**config.mk**
```make
export PLATFORM = sky130hd
export DESIGN_NAME = register_file_param
export DESIGN_NICKNAME = d
export VERILOG_FILES = /design/src/rtl/register_file_param.sv
export SDC_FILE = /design/constraint.sdc
export NUM_CORES = 1
export LEC_CHECK = 0
export ABC_AREA = 1
export BUFFER_PORTS_ARGS = -buffer_cell sky130_fd_sc_hd__buf_2
export CORE_MARGIN = 8
export CORE_UTILIZATION = 39
export DETAILED_ROUTE_END_ITERATION = 6
export PLACE_DENSITY_LB_ADDON = 0.05
export REMOVE_ABC_BUFFERS = 1
export SETUP_SLACK_MARGIN = 0.15
export SKIP_LAST_GASP = 1
export SLEW_MARGIN = 30
export SYNTH_ARGS = -nofsm -noshare
export SYNTH_HDL_FRONTEND = slang
export SYNTH_SLANG_ARGS = --single-unit
```
**constraint.sdc**
```tcl
create_clock -name i_clk -period 0.8 [get_ports i_clk]
set_clock_uncertainty 0.05 [all_clocks]
set_input_delay 0.04 -clock i_clk [delete_from_list [all_inputs] [get_ports i_clk]]
set_output_delay 0.04 -clock i_clk [all_outputs]
set_load 0.05 [all_outputs]
```
**src/rtl/register_file_param.sv**
```systemverilog
// register_file_param: parameterised register file, one write port and two
// registered read ports with per-port valid flags.
// Optional feature macro: REGFILE_BYPASS_EN -- when defined, a read and a write
// to the same address on the same edge return the data being written.
module register_file_param #(
  parameter int unsigned WIDTH    = 4,
  parameter int unsigned DEPTH    = 4,
  parameter int unsigned ZERO_REG = 0,
  localparam int unsigned AW      = $clog2(DEPTH)
) (
  input  logic             i_clk,
  input  logic             i_reset_n,
  input  logic [AW-1:0]    i_reg_write,
  input  logic [WIDTH-1:0] i_port_write,
  input  logic             i_write_enable,
  input  logic [AW-1:0]    i_reg_read_0,
  input  logic [AW-1:0]    i_reg_read_1,
  input  logic             i_read_en_0,
  input  logic             i_read_en_1,
  output logic [WIDTH-1:0] o_port_read_0,
  output logic [WIDTH-1:0] o_port_read_1,
  output logic             o_valid_0,
  output logic             o_valid_1
);

  logic [WIDTH-1:0] regs [DEPTH];
  logic             write_ok_c;
  logic [WIDTH-1:0] rd_data_0_c;
  logic [WIDTH-1:0] rd_data_1_c;

  // Value a read of addr sees at this edge, including bypass and zero register.
  function automatic logic [WIDTH-1:0] read_mux(input logic [AW-1:0] addr);
    logic [WIDTH-1:0] val;
    val = regs[addr];
`ifdef REGFILE_BYPASS_EN
    if (i_write_enable && (i_reg_write == addr)) begin
      val = i_port_write;
    end
`endif
    if ((ZERO_REG != 0) && (addr == '0)) begin
      val = '0;
    end
    return val;
  endfunction

  // Write qualification: register 0 is read-only when hardwired to zero.
  always_comb begin
    write_ok_c = i_write_enable;
    if ((ZERO_REG != 0) && (i_reg_write == '0)) begin
      write_ok_c = 1'b0;
    end
  end

  // Read data selection for both ports.
  always_comb begin
    rd_data_0_c = read_mux(i_reg_read_0);
    rd_data_1_c = read_mux(i_reg_read_1);
  end

  // Register array storage with asynchronous clear.
  always_ff @(posedge i_clk or negedge i_reset_n) begin
    if (!i_reset_n) begin
      for (int unsigned i = 0; i < DEPTH; i++) begin
        regs[i] <= '0;
      end
    end else if (write_ok_c) begin
      regs[i_reg_write] <= i_port_write;
    end
  end

  // Read port 0 output register: load on request, otherwise hold data and drop valid.
  always_ff @(posedge i_clk or negedge i_reset_n) begin
    if (!i_reset_n) begin
      o_port_read_0 <= '0;
      o_valid_0     <= 1'b0;
    end else begin
      o_valid_0 <= i_read_en_0;
      if (i_read_en_0) begin
        o_port_read_0 <= rd_data_0_c;
      end
    end
  end

  // Read port 1 output register: load on request, otherwise hold data and drop valid.
  always_ff @(posedge i_clk or negedge i_reset_n) begin
    if (!i_reset_n) begin
      o_port_read_1 <= '0;
      o_valid_1     <= 1'b0;
    end else begin
      o_valid_1 <= i_read_en_1;
      if (i_read_en_1) begin
        o_port_read_1 <= rd_data_1_c;
      end
    end
  end

endmodule

```
== After elaboration in Yosys (flattened, before gate mapping) ==
Index checks and enable logic that the tools add are counted.

* Word-level logic and storage cells: 25
* Register bits: 26
* Output and inout port bits: 10

* Bitwise operators: 3
* Multiplexer cells: 9
* Reductions and logical operators: 1
* Magnitude comparators: 4

{| class="wikitable"
|+ Operators with widths
! kind !! count
|-
| two-way mux 4 bit || 5
|-
| binary-select mux 4 bit (select 2 bit) || 2
|-
| bitwise mux 16 bit || 1
|-
| >= comparator 3 bit, second input constant || 3
|-
| inverter 2 -> 3 bit || 3
|-
| demux 4 bit (select 2 bit) || 1
|-
| less-than comparator 3 x 1 -> 1 bit, second input constant || 1
|-
| logical AND 1 bit || 1
|}

== Logic depth before layout (Yosys ltp) ==
* Word-level depth: 6
* Gate-level depth with buffers: 7
* Mapped depth without buffers: 6

== Worst setup path after synthesis ==
No wires, ideal clock.

* Path type: register -> register
* From: reg, netlist name o_port_read_0[0]
* To: reg o_port_read_0[0]
* Slack: -0.086 ns
* Library setup time: 0.118 ns
* Arrival: 0.718 ns
* Buffers on the path: 0
* Data required time: 0.632 ns
* Clock period less this slack: 0.886 ns
* Cell stages (with the launch flop): 3
* Cell sequence: dfrtp_1 -> nand2_1 -> nand2_1

{| class="wikitable"
|+ RTL lines
! element !! line !! RTL
|-
| to (signal assigned) || 79 || <nowiki>o_port_read_0 <= rd_data_0_c;</nowiki>
|-
| to (decl) || 20 || <nowiki>output logic [WIDTH-1:0] o_port_read_0,</nowiki>
|}

== Worst setup path after layout ==
* From: reg o_port_read_0[1]
* To: out o_port_read_0[1]

No word-level cell between the ends.

==> impl_metrics.env <==
export IMPL_status="finished, violations left"
export IMPL_failed_checks="hold timing, setup timing"
export IMPL_hold_path_end="o_port_read_0[0]$_DFFE_PN0P_"
export IMPL_gr_total_overflow=0
export IMPL_die_w_um=73.4
export IMPL_r2r_end="o_port_read_1[1]$_DFFE_PN0P_"
export IMPL_timing_hold_ws_ns=-0.0600
export IMPL_portBuffers=24
export IMPL_min_period_ns=0.991
export IMPL_io_pins=25
export IMPL_cts_root_buf="clkbuf_4"
export IMPL_yosysUniqueCellTypes=9
export IMPL_final_cell_mix="nand2_1 (61), dfrtp_1 (26), buf_6 (23)"
export IMPL_htree_levels=1
export IMPL_clk_insertion_delay_late_ns=0.32
export IMPL_syn_inst=172
export IMPL_p_leak_nw=1.01
export IMPL_crit_path_top_delay_cell="dfrtp_1"
export IMPL_yosysWarnings=0
export IMPL_min_from="i_read_en_0"
export IMPL_drc_errors=0
export IMPL_finalCritPeriodShare_pct=124
export IMPL_cp_slowest_stage_delay_ns=0.42
export IMPL_cts_sinks=26
export IMPL_layout_drive_gt1_share_pct=43.2
export IMPL_synthSimpleGateAreaFrac_pct=32.9
export IMPL_syn_area_sq_um=1290
export IMPL_worstSetupPathType="flip-flop to primary output"
export IMPL_dr_first_iter_drc_count=26
export IMPL_hold_class="input pin to flip-flop"
export IMPL_clk_pin_slew_ns=0.14
export IMPL_utilization_pct=57.1
export IMPL_mostFrequentLayoutCell="nand2_1"
export IMPL_path_buf_inv=1
export IMPL_holdBufCountCts=3
export IMPL_hold_viol=19
export IMPL_gp_congestion=0.857
export IMPL_finalSetupViolCount=25
export IMPL_finalInstanceArea_sq_um=1860
export IMPL_reg2reg_depth=6
export IMPL_wl_um=3500
export IMPL_total_power_mw=3.63
export IMPL_start_kind="flip-flop"
export IMPL_coreArea_sq_um=3260
export IMPL_cts_buffer_depth=2
export IMPL_synth_top_family_by_area="simple AND/OR/NAND/NOR gates"
export IMPL_synth_seq_cells=26
export IMPL_nets=237
export IMPL_max_vdd_ir_drop_uv=810
export IMPL_cap_violations=0
export IMPL_antenna_left=0
export IMPL_yosysSeqAreaShare_pct=50.6
export IMPL_synthXorXnorAreaFrac_pct=0
export IMPL_syn_to_final_growth_pct=44.6
export IMPL_initial_utilization_pct=39.5
export IMPL_cts_buffers=3
export IMPL_fin_ws_ns=-0.191
export IMPL_multiInputGateArea_sq_um=596
export IMPL_finalMaxSlewViolations=0
export IMPL_muxShareOfSynthArea_pct=0
export IMPL_syn_avg_cell_area_sq_um=7.48
export IMPL_dr_pass1_iters=4
export IMPL_grt_pass1_vias=1228
export IMPL_antennaDiodeCount=0
export IMPL_max_slew_margin_pct=82.7
export IMPL_tns_ns=-3.02
export IMPL_post_drt_wl_per_cell_um=13.2
export IMPL_r2r_start="regs[13]$_DFFE_PN0P_"
export IMPL_gr_usage_all_layers_pct=12.9
export IMPL_dp_hpwl_um=2360
export IMPL_hold_depth=4
export IMPL_area_sequential_sq_um=651
export IMPL_fill_cells=322
export IMPL_antenna_found_initial=0
export IMPL_synth_compound_area_share_pct=6.23
export IMPL_cts_tree="done"
export IMPL_die_area_sq_um=5390
export IMPL_path_max_fanout=2
export IMPL_vias=1239
export IMPL_fp_dieH_um=73.4
export IMPL_worst_slew_pin_slew_ns=0.259
export IMPL_cp_arrival_ns=0.90
export IMPL_placed_area_sq_um=1500
export IMPL_viasPerCell=4.66
export IMPL_cp_required_ns=0.71
export IMPL_clock_fmax_ghz=1.01
export IMPL_crit_path_cell_trace="buf_6"
export IMPL_crit_path_end_kind="primary output"
export IMPL_grt_max_degree=27
export IMPL_rsz0062_at_grt="true"
export IMPL_rows=21
export IMPL_power_density_nw_per_um2=1950
export IMPL_synth_adder_area_share_pct=0
export IMPL_grt_first_pass_wirelength_um=5500
export IMPL_r2r_slack_ns=-0.15
export IMPL_critical_path_top_delay_family="flip-flops"
cell type report:
type                       instances  area share, %
clock buffer                       3           1.21
inverter                          28           5.92
tap                               46           3.09
sequential                        26           35.0
timing repair buffer              47           22.8
multi-input combinational        116           32.0
routing by layer:
metal  global-route usage, %  vias up  part of all wire (%)
li1                        -      625                     -
met1                    16.3      573                    44
met2                    20.6       36                    48
met3                    3.00        5                   6.4
met4                    4.88        0                   1.4
met5                       0        -                     0
Yosys cell counts, drive strengths merged:
cell type | number | area [sq um]
inv | 28 | 110
dfrtp | 26 | 651
nand3 | 20 | 120
buf | 2 | 22.5
o21ai | 16 | 80.1
nand2 | 80 | 303
state kept, by name (all words and copies together) (netlist names):
name and count:
o_port_read_0 4, o_port_read_1 4, o_valid_0 1, o_valid_1 1, regs 16
report_power, final:
group / internal (mW) / switching, mW
clock: 0.177 / 0.383
combinational: 0.642 / 0.778
sequential: 1.51 / 0.145
total: 2.33 / 1.31
cell families after synthesis:
group / Yosys count
flops: 26
buf+inv: 30
simple gates: 100
compound gates: 16
repair_timing:
action	CTS	global route
pin swaps	7	16
setup buffers	9	5
resized for setup	27	47
endpoints found under the setup margin	34	34
endpoints found under the hold margin	52	17
worst max-delay path by stage:
stage / from / end / slack [ns] / cells after the start
final: o_port_read_0[1]$_DFFE_PN0P_ / o_port_read_0[1] / -0.19 / 1
after global routing: o_port_read_0[0]$_DFFE_PN0P_ / o_port_read_0[0] / -0.23 / 1
after CTS: o_port_read_0[2]$_DFFE_PN0P_ / o_port_read_0[2] / -0.20 / 1
after detailed placement: regs[11]$_DFFE_PN0P_ / o_port_read_0[3]$_DFFE_PN0P_ / -0.13 / 6
after global placement: regs[3]$_DFFE_PN0P_ / o_port_read_0[3]$_DFFE_PN0P_ / -0.12 / 6
after floorplan: o_port_read_0[0]$_DFFE_PN0P_ / o_port_read_0[0]$_DFFE_PN0P_ / -0.09 / 2
per-stage QoR:
step / std cells / setup slack (ns) / hold WS, ns
finish: 266 / -0.191 / -0.0600
global route: 266 / -0.231 / -0.0623
CTS: 261 / -0.202 / -0.0560
detailed placement: 246 / -0.129 / -0.0502
global placement: 246 / -0.121 / -0.0564
floorplan: 170 / -0.0856 / -0.306
Power figures use the tool's default switching activity.
